### src/rtl/s_axi_write.sv
// rtl/s_axi_write.sv - AXI-lite write slave decoding into bank0 registers and bank1 slots (optional SLVERR via S_AXI_WRITE_SLVERR_EN)
module s_axi_write #(
    parameter int ADDR_WIDTH        = 16,
    parameter int DATA_WIDTH        = 32,
    parameter int BANK1_INDEX_WIDTH = 3
) (
    input  logic                         clk,
    input  logic                         reset,

    input  logic [ADDR_WIDTH-1:0]        S_AXI_AWADDR,
    input  logic                         S_AXI_AWVALID,
    output logic                         S_AXI_AWREADY,

    input  logic [DATA_WIDTH-1:0]        S_AXI_WDATA,
    input  logic [DATA_WIDTH/8-1:0]      S_AXI_WSTRB,
    input  logic                         S_AXI_WVALID,
    output logic                         S_AXI_WREADY,

    output logic [1:0]                   S_AXI_BRESP,
    output logic                         S_AXI_BVALID,
    input  logic                         S_AXI_BREADY,

    output logic                         ext_bank0_wr_en,
    output logic [7:0]                   ext_bank0_wr_sel,
    output logic [DATA_WIDTH-1:0]        ext_bank0_wr_data,

    output logic                         ext_bank1_wr_en,
    output logic [BANK1_INDEX_WIDTH-1:0] ext_bank1_wr_index,
    output logic [3:0]                   ext_bank1_wr_field,
    output logic [DATA_WIDTH-1:0]        ext_bank1_wr_data
);

    typedef enum logic [2:0] {
        IDLE   = 3'd0,
        WAIT_W = 3'd1,
        WAIT_A = 3'd2,
        COMMIT = 3'd3,
        RESP   = 3'd4
    } state_t;

    state_t                  state_q;
    logic [ADDR_WIDTH-1:0]   addr_q, addr_d;
    logic [DATA_WIDTH-1:0]   data_q, data_d;
    logic                    bank0_wr_en_q;
    logic                    bank1_wr_en_q;
    logic                    bvalid_q;
    logic [1:0]              bresp_q;

    logic                    aw_open, w_open;
    logic                    aw_hs, w_hs;
    logic                    commit_go;
    logic                    dec_bank0, dec_bank1, dec_slverr;

    // Strobes are ignored (full-word writes) and the low address bits never
    // take part in decode; fold them away so they are visibly unused.
    logic                    unused_bits;
    assign unused_bits = ^{S_AXI_WSTRB, addr_q[1:0]};

    // Each channel is open only while its half of the transaction is still
    // outstanding; this also blocks a second transaction until IDLE.
    assign aw_open = reset && (state_q == IDLE || state_q == WAIT_A);
    assign w_open  = reset && (state_q == IDLE || state_q == WAIT_W);

    assign S_AXI_AWREADY = S_AXI_AWVALID && aw_open;
    assign S_AXI_WREADY  = S_AXI_WVALID  && w_open;

    assign aw_hs = S_AXI_AWVALID && aw_open;
    assign w_hs  = S_AXI_WVALID  && w_open;

    // Commit is entered on the cycle that completes the second half.
    assign commit_go = (state_q == IDLE   && aw_hs && w_hs) ||
                       (state_q == WAIT_W && w_hs) ||
                       (state_q == WAIT_A && aw_hs);

    // Next value of the held address/data: capture on handshake, else hold.
    always_comb begin
        addr_d = addr_q;
        data_d = data_q;
        if (aw_hs) begin
            addr_d = S_AXI_AWADDR;
        end
        if (w_hs) begin
            data_d = S_AXI_WDATA;
        end
    end

    // Decode the address that will be held during COMMIT into a target bank.
    always_comb begin
        dec_bank0  = 1'b0;
        dec_bank1  = 1'b0;
        dec_slverr = 1'b0;
        case (addr_d[15:14])
            2'b00:   dec_bank0 = 1'b1;
            2'b01:   dec_bank1 = 1'b1;
            default: dec_bank0 = 1'b0;
        endcase
`ifdef S_AXI_WRITE_SLVERR_EN
        if (addr_d[15]) begin
            dec_slverr = 1'b1;
        end
        if (dec_bank0 && addr_d[13:6] > 8'h08) begin
            dec_bank0  = 1'b0;
            dec_slverr = 1'b1;
        end
        if (dec_bank1 && addr_d[5:2] > 4'h8) begin
            dec_bank1  = 1'b0;
            dec_slverr = 1'b1;
        end
`endif
    end

    // Write FSM with registered strobes and response.
    always_ff @(posedge clk or negedge reset) begin
        if (!reset) begin
            state_q       <= IDLE;
            addr_q        <= '0;
            data_q        <= '0;
            bank0_wr_en_q <= 1'b0;
            bank1_wr_en_q <= 1'b0;
            bvalid_q      <= 1'b0;
            bresp_q       <= 2'b00;
        end else begin
            addr_q        <= addr_d;
            data_q        <= data_d;
            bank0_wr_en_q <= commit_go && dec_bank0;
            bank1_wr_en_q <= commit_go && dec_bank1;
            case (state_q)
                IDLE: begin
                    if (aw_hs && w_hs) begin
                        state_q <= COMMIT;
                    end else if (aw_hs) begin
                        state_q <= WAIT_W;
                    end else if (w_hs) begin
                        state_q <= WAIT_A;
                    end
                end
                WAIT_W: begin
                    if (w_hs) begin
                        state_q <= COMMIT;
                    end
                end
                WAIT_A: begin
                    if (aw_hs) begin
                        state_q <= COMMIT;
                    end
                end
                COMMIT: begin
                    state_q  <= RESP;
                    bvalid_q <= 1'b1;
                    bresp_q  <= dec_slverr ? 2'b10 : 2'b00;
                end
                RESP: begin
                    if (S_AXI_BREADY) begin
                        state_q  <= IDLE;
                        bvalid_q <= 1'b0;
                        bresp_q  <= 2'b00;
                    end
                end
                default: begin
                    state_q       <= IDLE;
                    bvalid_q      <= 1'b0;
                    bresp_q       <= 2'b00;
                    bank0_wr_en_q <= 1'b0;
                    bank1_wr_en_q <= 1'b0;
                end
            endcase
        end
    end

    assign S_AXI_BVALID = bvalid_q;
    assign S_AXI_BRESP  = bresp_q;

    assign ext_bank0_wr_en   = bank0_wr_en_q;
    assign ext_bank0_wr_sel  = addr_q[13:6];
    assign ext_bank0_wr_data = data_q;

    assign ext_bank1_wr_en    = bank1_wr_en_q;
    assign ext_bank1_wr_index = addr_q[BANK1_INDEX_WIDTH+5:6];
    assign ext_bank1_wr_field = addr_q[5:2];
    assign ext_bank1_wr_data  = data_q;

endmodule

### config.mk
export PLATFORM = sky130hd
export DESIGN_NAME = s_axi_write
export DESIGN_NICKNAME = d
export VERILOG_FILES = /design/src/rtl/s_axi_write.sv
export SDC_FILE = /design/constraint.sdc
export NUM_CORES = 1
export LEC_CHECK = 0
export CORE_ASPECT_RATIO = 1.75
export CORE_MARGIN = 4
export CORE_UTILIZATION = 39
export DETAILED_ROUTE_END_ITERATION = 10
export GPL_TIMING_DRIVEN = 0
export PLACE_DENSITY_LB_ADDON = 0.25
export RECOVER_POWER = 100
export SYNTH_ARGS = -nofsm -noshare
export SYNTH_HDL_FRONTEND = slang
export SYNTH_SLANG_ARGS = --single-unit
export TNS_END_PERCENT = 5
### constraint.sdc
create_clock -name clk -period 2 [get_ports clk]
set_input_delay 0.6 -clock clk [delete_from_list [all_inputs] [get_ports clk]]
set_output_delay 0.6 -clock clk [all_outputs]
set_load 0.03 [all_outputs]
==> metrics.csv <==
stage;metric;value;unit
power;post-layout total power;8.04;mW
detailed_routing;via-per-instance ratio;4.44;
sta;worst-case clock skew;0.00507;ns
power;share of total power in combinational logic;64.0;%
detailed_routing;# DRC;0;
detailed_routing;first-iteration detailed-routing DRC count;49;
final_layout;area growth from synthesis to layout;61.2;%
die;die span in x;69.5;um
sta;clock period minus final worst setup slack;1.97;ns
setup_path;CP endpoint kind;output port;
power;total net switching power;3.36;mW
final_layout;area of the multi-input gates;845;sq um
final_layout;fillers;517;
die;I/O pin count;143;
cts;TritonCTS clock tree;done;
final_layout;Non-Filler Instances;412;
power;total internal power;4.68;mW
setup_path;startpoint type of the worst setup path;flop;
cts;Clock Tree Buf Depth;2;
final_layout;proportion of layout cells with a drive suffix above 1;49.7;%
setup_path;Worst Path Class, Setup;reg -> out;
placed_design;DP Wirelength;4720;um
sta;setup repair after global routing missed its margin;true;
power;PwrDens;1930;mW/mm^2
detailed_routing;routed wire length;6300;um
grt;wire length of the first global-routing pass;9830;um
setup_path;worst setup slack for register-to-register paths;0.37;ns
sta;number of endpoints with negative hold slack in the final report;0;
setup_path;required time of the critical path;1.40;ns
setup_path;critical path buffer and inverter count;1;
synth;area of the mapped netlist;0.00258;sq mm
sta;final slew viol count;0;
power;Peak VDD IR;1.10;mV
setup_path;maximum single-stage delay on the critical path;0.69;ns
cts;clock latency at the later pin of the worst-skew pair;0.29;ns
setup_path;CP delay by family, top;buffers and inverters;
final_layout;Sequential Area;0.00131;sq mm
synth;number of instances in the synthesized netlist;178;
final_layout;fin area;0.00416;sq mm
cts;number of buffers created by CTS;5;
placed_design;total cell area at the placement stage;0.00404;sq mm
setup_path;crit path DAT;1.37;ns
synth;Yosys reg bits;52;
detailed_routing;drt wl/cell;15.3;um
die;initial core utilization;39.8;%
final_layout;Final Core Density;64.1;%
sta;headroom to the max-slew limit;9.98;%
final_layout;Antenna Diode Count;0;
die;Std-Cell Core Area;0.00649;sq mm
cts;clock slew at reported path FFs;0.07;ns
grt;Global Route Usage Sum;15.5;%
detailed_routing;1st-pass router iterations;2;
hold_path;min-delay worst type;in -> async;
die;die height;116;um
sta;Slew @ Worst Pin;1.35;ns
synth;sequential cell area fraction in the yosys report;50.4;%
synth;unique cell type count in the Yosys netlist;19;
final_layout;most frequent cells in the layout;sky130_fd_sc_hd__buf_4, sky130_fd_sc_hd__clkdlybuf4s50_1, sky130_fd_sc_hd__dfrtp_1;
sta;final worst path period share;98.6;%
setup_path;maximum fanout count along the critical path;3;
job;total of max-cap violations;0;
sta;Fmax;507;MHz
sta;hold_ws;0.0981;ns
sta;number of endpoints failing setup at the final stage;0;
synth;syn_area_per_cell;14.5;sq um
cts;level count of the clock H-tree;2;
power;Leak Pwr;2.02;nW
setup_path;crit-path cells;clkdlybuf4s50_1;
grt;Overflow after GRT;0;
synth;number of warnings printed during yosys synthesis;0;
cts;CTS Root Cell;sky130_fd_sc_hd__clkbuf_16;
power;portion of total power attributed to sequential cells;24.8;%
die;die area;0.00804;sq mm
grt;initial antenna violation count;0;
detailed_routing;DR vias;1829;
placed_design;port buffer count;134;
cts;number of sinks driven by the clock tree;52;
placed_design;final RePlAce weighted congestion;0.704;
die;row cnt;39;
placed_design;Cells after DPL;396;
final_layout;most common cell after layout, fill and taps aside;sky130_fd_sc_hd__buf_4;
power;switching share of power;41.8;%
detailed_routing;number of antenna-violating nets in the routed design;0;
outcome;result of the run;completed;
grt;maximum number of pins on one net before global-route repair;31;
grt;number of global-route vias before repair;1905;
power;clock share of power;11.1;%
final_layout;final net count;387;
setup_path;cell type of the slowest stage on the worst timing path;sky130_fd_sc_hd__clkdlybuf4s50_1;
[synth_stat cells]
| cell type | n | share of area (%) |
|---|---|---|
| sky130_fd_sc_hd__nand3b_2 | 1 | 0.44 |
| sky130_fd_sc_hd__nand2_1 | 6 | 0.87 |
| sky130_fd_sc_hd__nor2_1 | 3 | 0.44 |
| sky130_fd_sc_hd__nor4bb_1 | 1 | 0.39 |
| sky130_fd_sc_hd__buf_12 | 4 | 3.1 |
| sky130_fd_sc_hd__a21oi_2 | 1 | 0.34 |
| sky130_fd_sc_hd__nor3_1 | 1 | 0.19 |
| sky130_fd_sc_hd__or3b_1 | 1 | 0.34 |
| sky130_fd_sc_hd__or3_1 | 1 | 0.24 |
| sky130_fd_sc_hd__conb_1 | 1 | 0.15 |
| sky130_fd_sc_hd__dfrtp_1 | 52 | 50 |
| sky130_fd_sc_hd__o21ai_0 | 2 | 0.39 |
| sky130_fd_sc_hd__nor4bb_2 | 1 | 0.63 |
| sky130_fd_sc_hd__mux2_4 | 36 | 21 |
| sky130_fd_sc_hd__a21oi_1 | 2 | 0.39 |
| sky130_fd_sc_hd__nand4b_1 | 1 | 0.34 |
| sky130_fd_sc_hd__mux2_2 | 12 | 5.2 |
| sky130_fd_sc_hd__o22a_1 | 1 | 0.34 |
| sky130_fd_sc_hd__buf_4 | 51 | 15 |
[kinds of logic (layout without fill, tap and decap cells)]
logic type / Yosys count / in the layout / share of synthesized area, %
buffers and inverters: 55 / 206 / 17.9
flip-flops: 52 / 52 / 50.4
multiplexers: 48 / 48 / 26.2
AND/OR/NAND/NOR: 16 / 16 / 3.88
AO/OA/AOI/OAI: 6 / 6 / 1.45
other: 1 / 2 / 0.145
[per-stage QoR]
step	TNS, ns	setup slack (ns)
6_report	0	0.0284
5_1_grt	-0.00356	-0.00356
4_1_cts	0	0.00383
3_5_place_dp	-17.77	-1.20
3_3_place_gp	-186.12	-3.10
2_1_floorplan	0	0.185
[path summary, 6_finish.rpt]
path / start / end / depth (start not counted)
worst max register to register: state_q[2]$_DFFE_PN0P_ / ext_bank0_wr_data[16]$_DFFE_PN0P_ / 5
worst min register to register: addr_q[13]$_DFFE_PN0N_ / addr_q[13]$_DFFE_PN0N_ / 1
max in group asynchronous: reset / ext_bank0_wr_data[16]$_DFFE_PN0P_ / 2
worst max-delay path: ext_bank0_wr_data[14]$_DFFE_PN0P_ / ext_bank0_wr_data[14] / 1
worst min-delay path: reset / ext_bank0_wr_en$_DFF_PN0_ / 1
min in group clk: addr_q[13]$_DFFE_PN0N_ / addr_q[13]$_DFFE_PN0N_ / 1
[flip-flops by register name, summed over array words and instances, names as in the netlist]
name               cells
ext_bank0_wr_data     32
S_AXI_BVALID           1
ext_bank0_wr_en        1
state_q                3
ext_bank1_wr_en        1
addr_q                14
[per-layer routing]
layer  GRT usage (%)  part of all wire (%)
met5               0                     0
met1            16.8                    37
met3            4.34                   6.4
met2            29.0                    55
met4            5.08                   1.3
[cell type report]
class	instances	share of cell area [%]
Multi-Input combinational cell	72	20.3
Sequential cell	52	31.4
Timing Repair Buffer	146	32.1
Clock buffer	7	3.67
Tap cell	82	2.47
Buffer	53	10.2
[power by group through the flow]
stage / Sequential [mW] / Combinational, mW / Clock (mW)
floorplan: 2.63 / 2.73 / 0
global placement: 2.00 / 5.30 / 0
detailed placement: 2.03 / 5.36 / 0
CTS: 2.01 / 5.29 / 0.917
global route: 2.08 / 5.39 / 0.957
finish: 2.00 / 5.15 / 0.893
[what timing repair did]
item	4_1_cts	5_1_grt
cloned	1	0
setup endpoints to repair	85	11
buffers inserted	7	3
pin swaps	1	2
hold buffers	0	0
resized for setup	76	11
No activity file was read; power rests on OpenSTA's default activity.
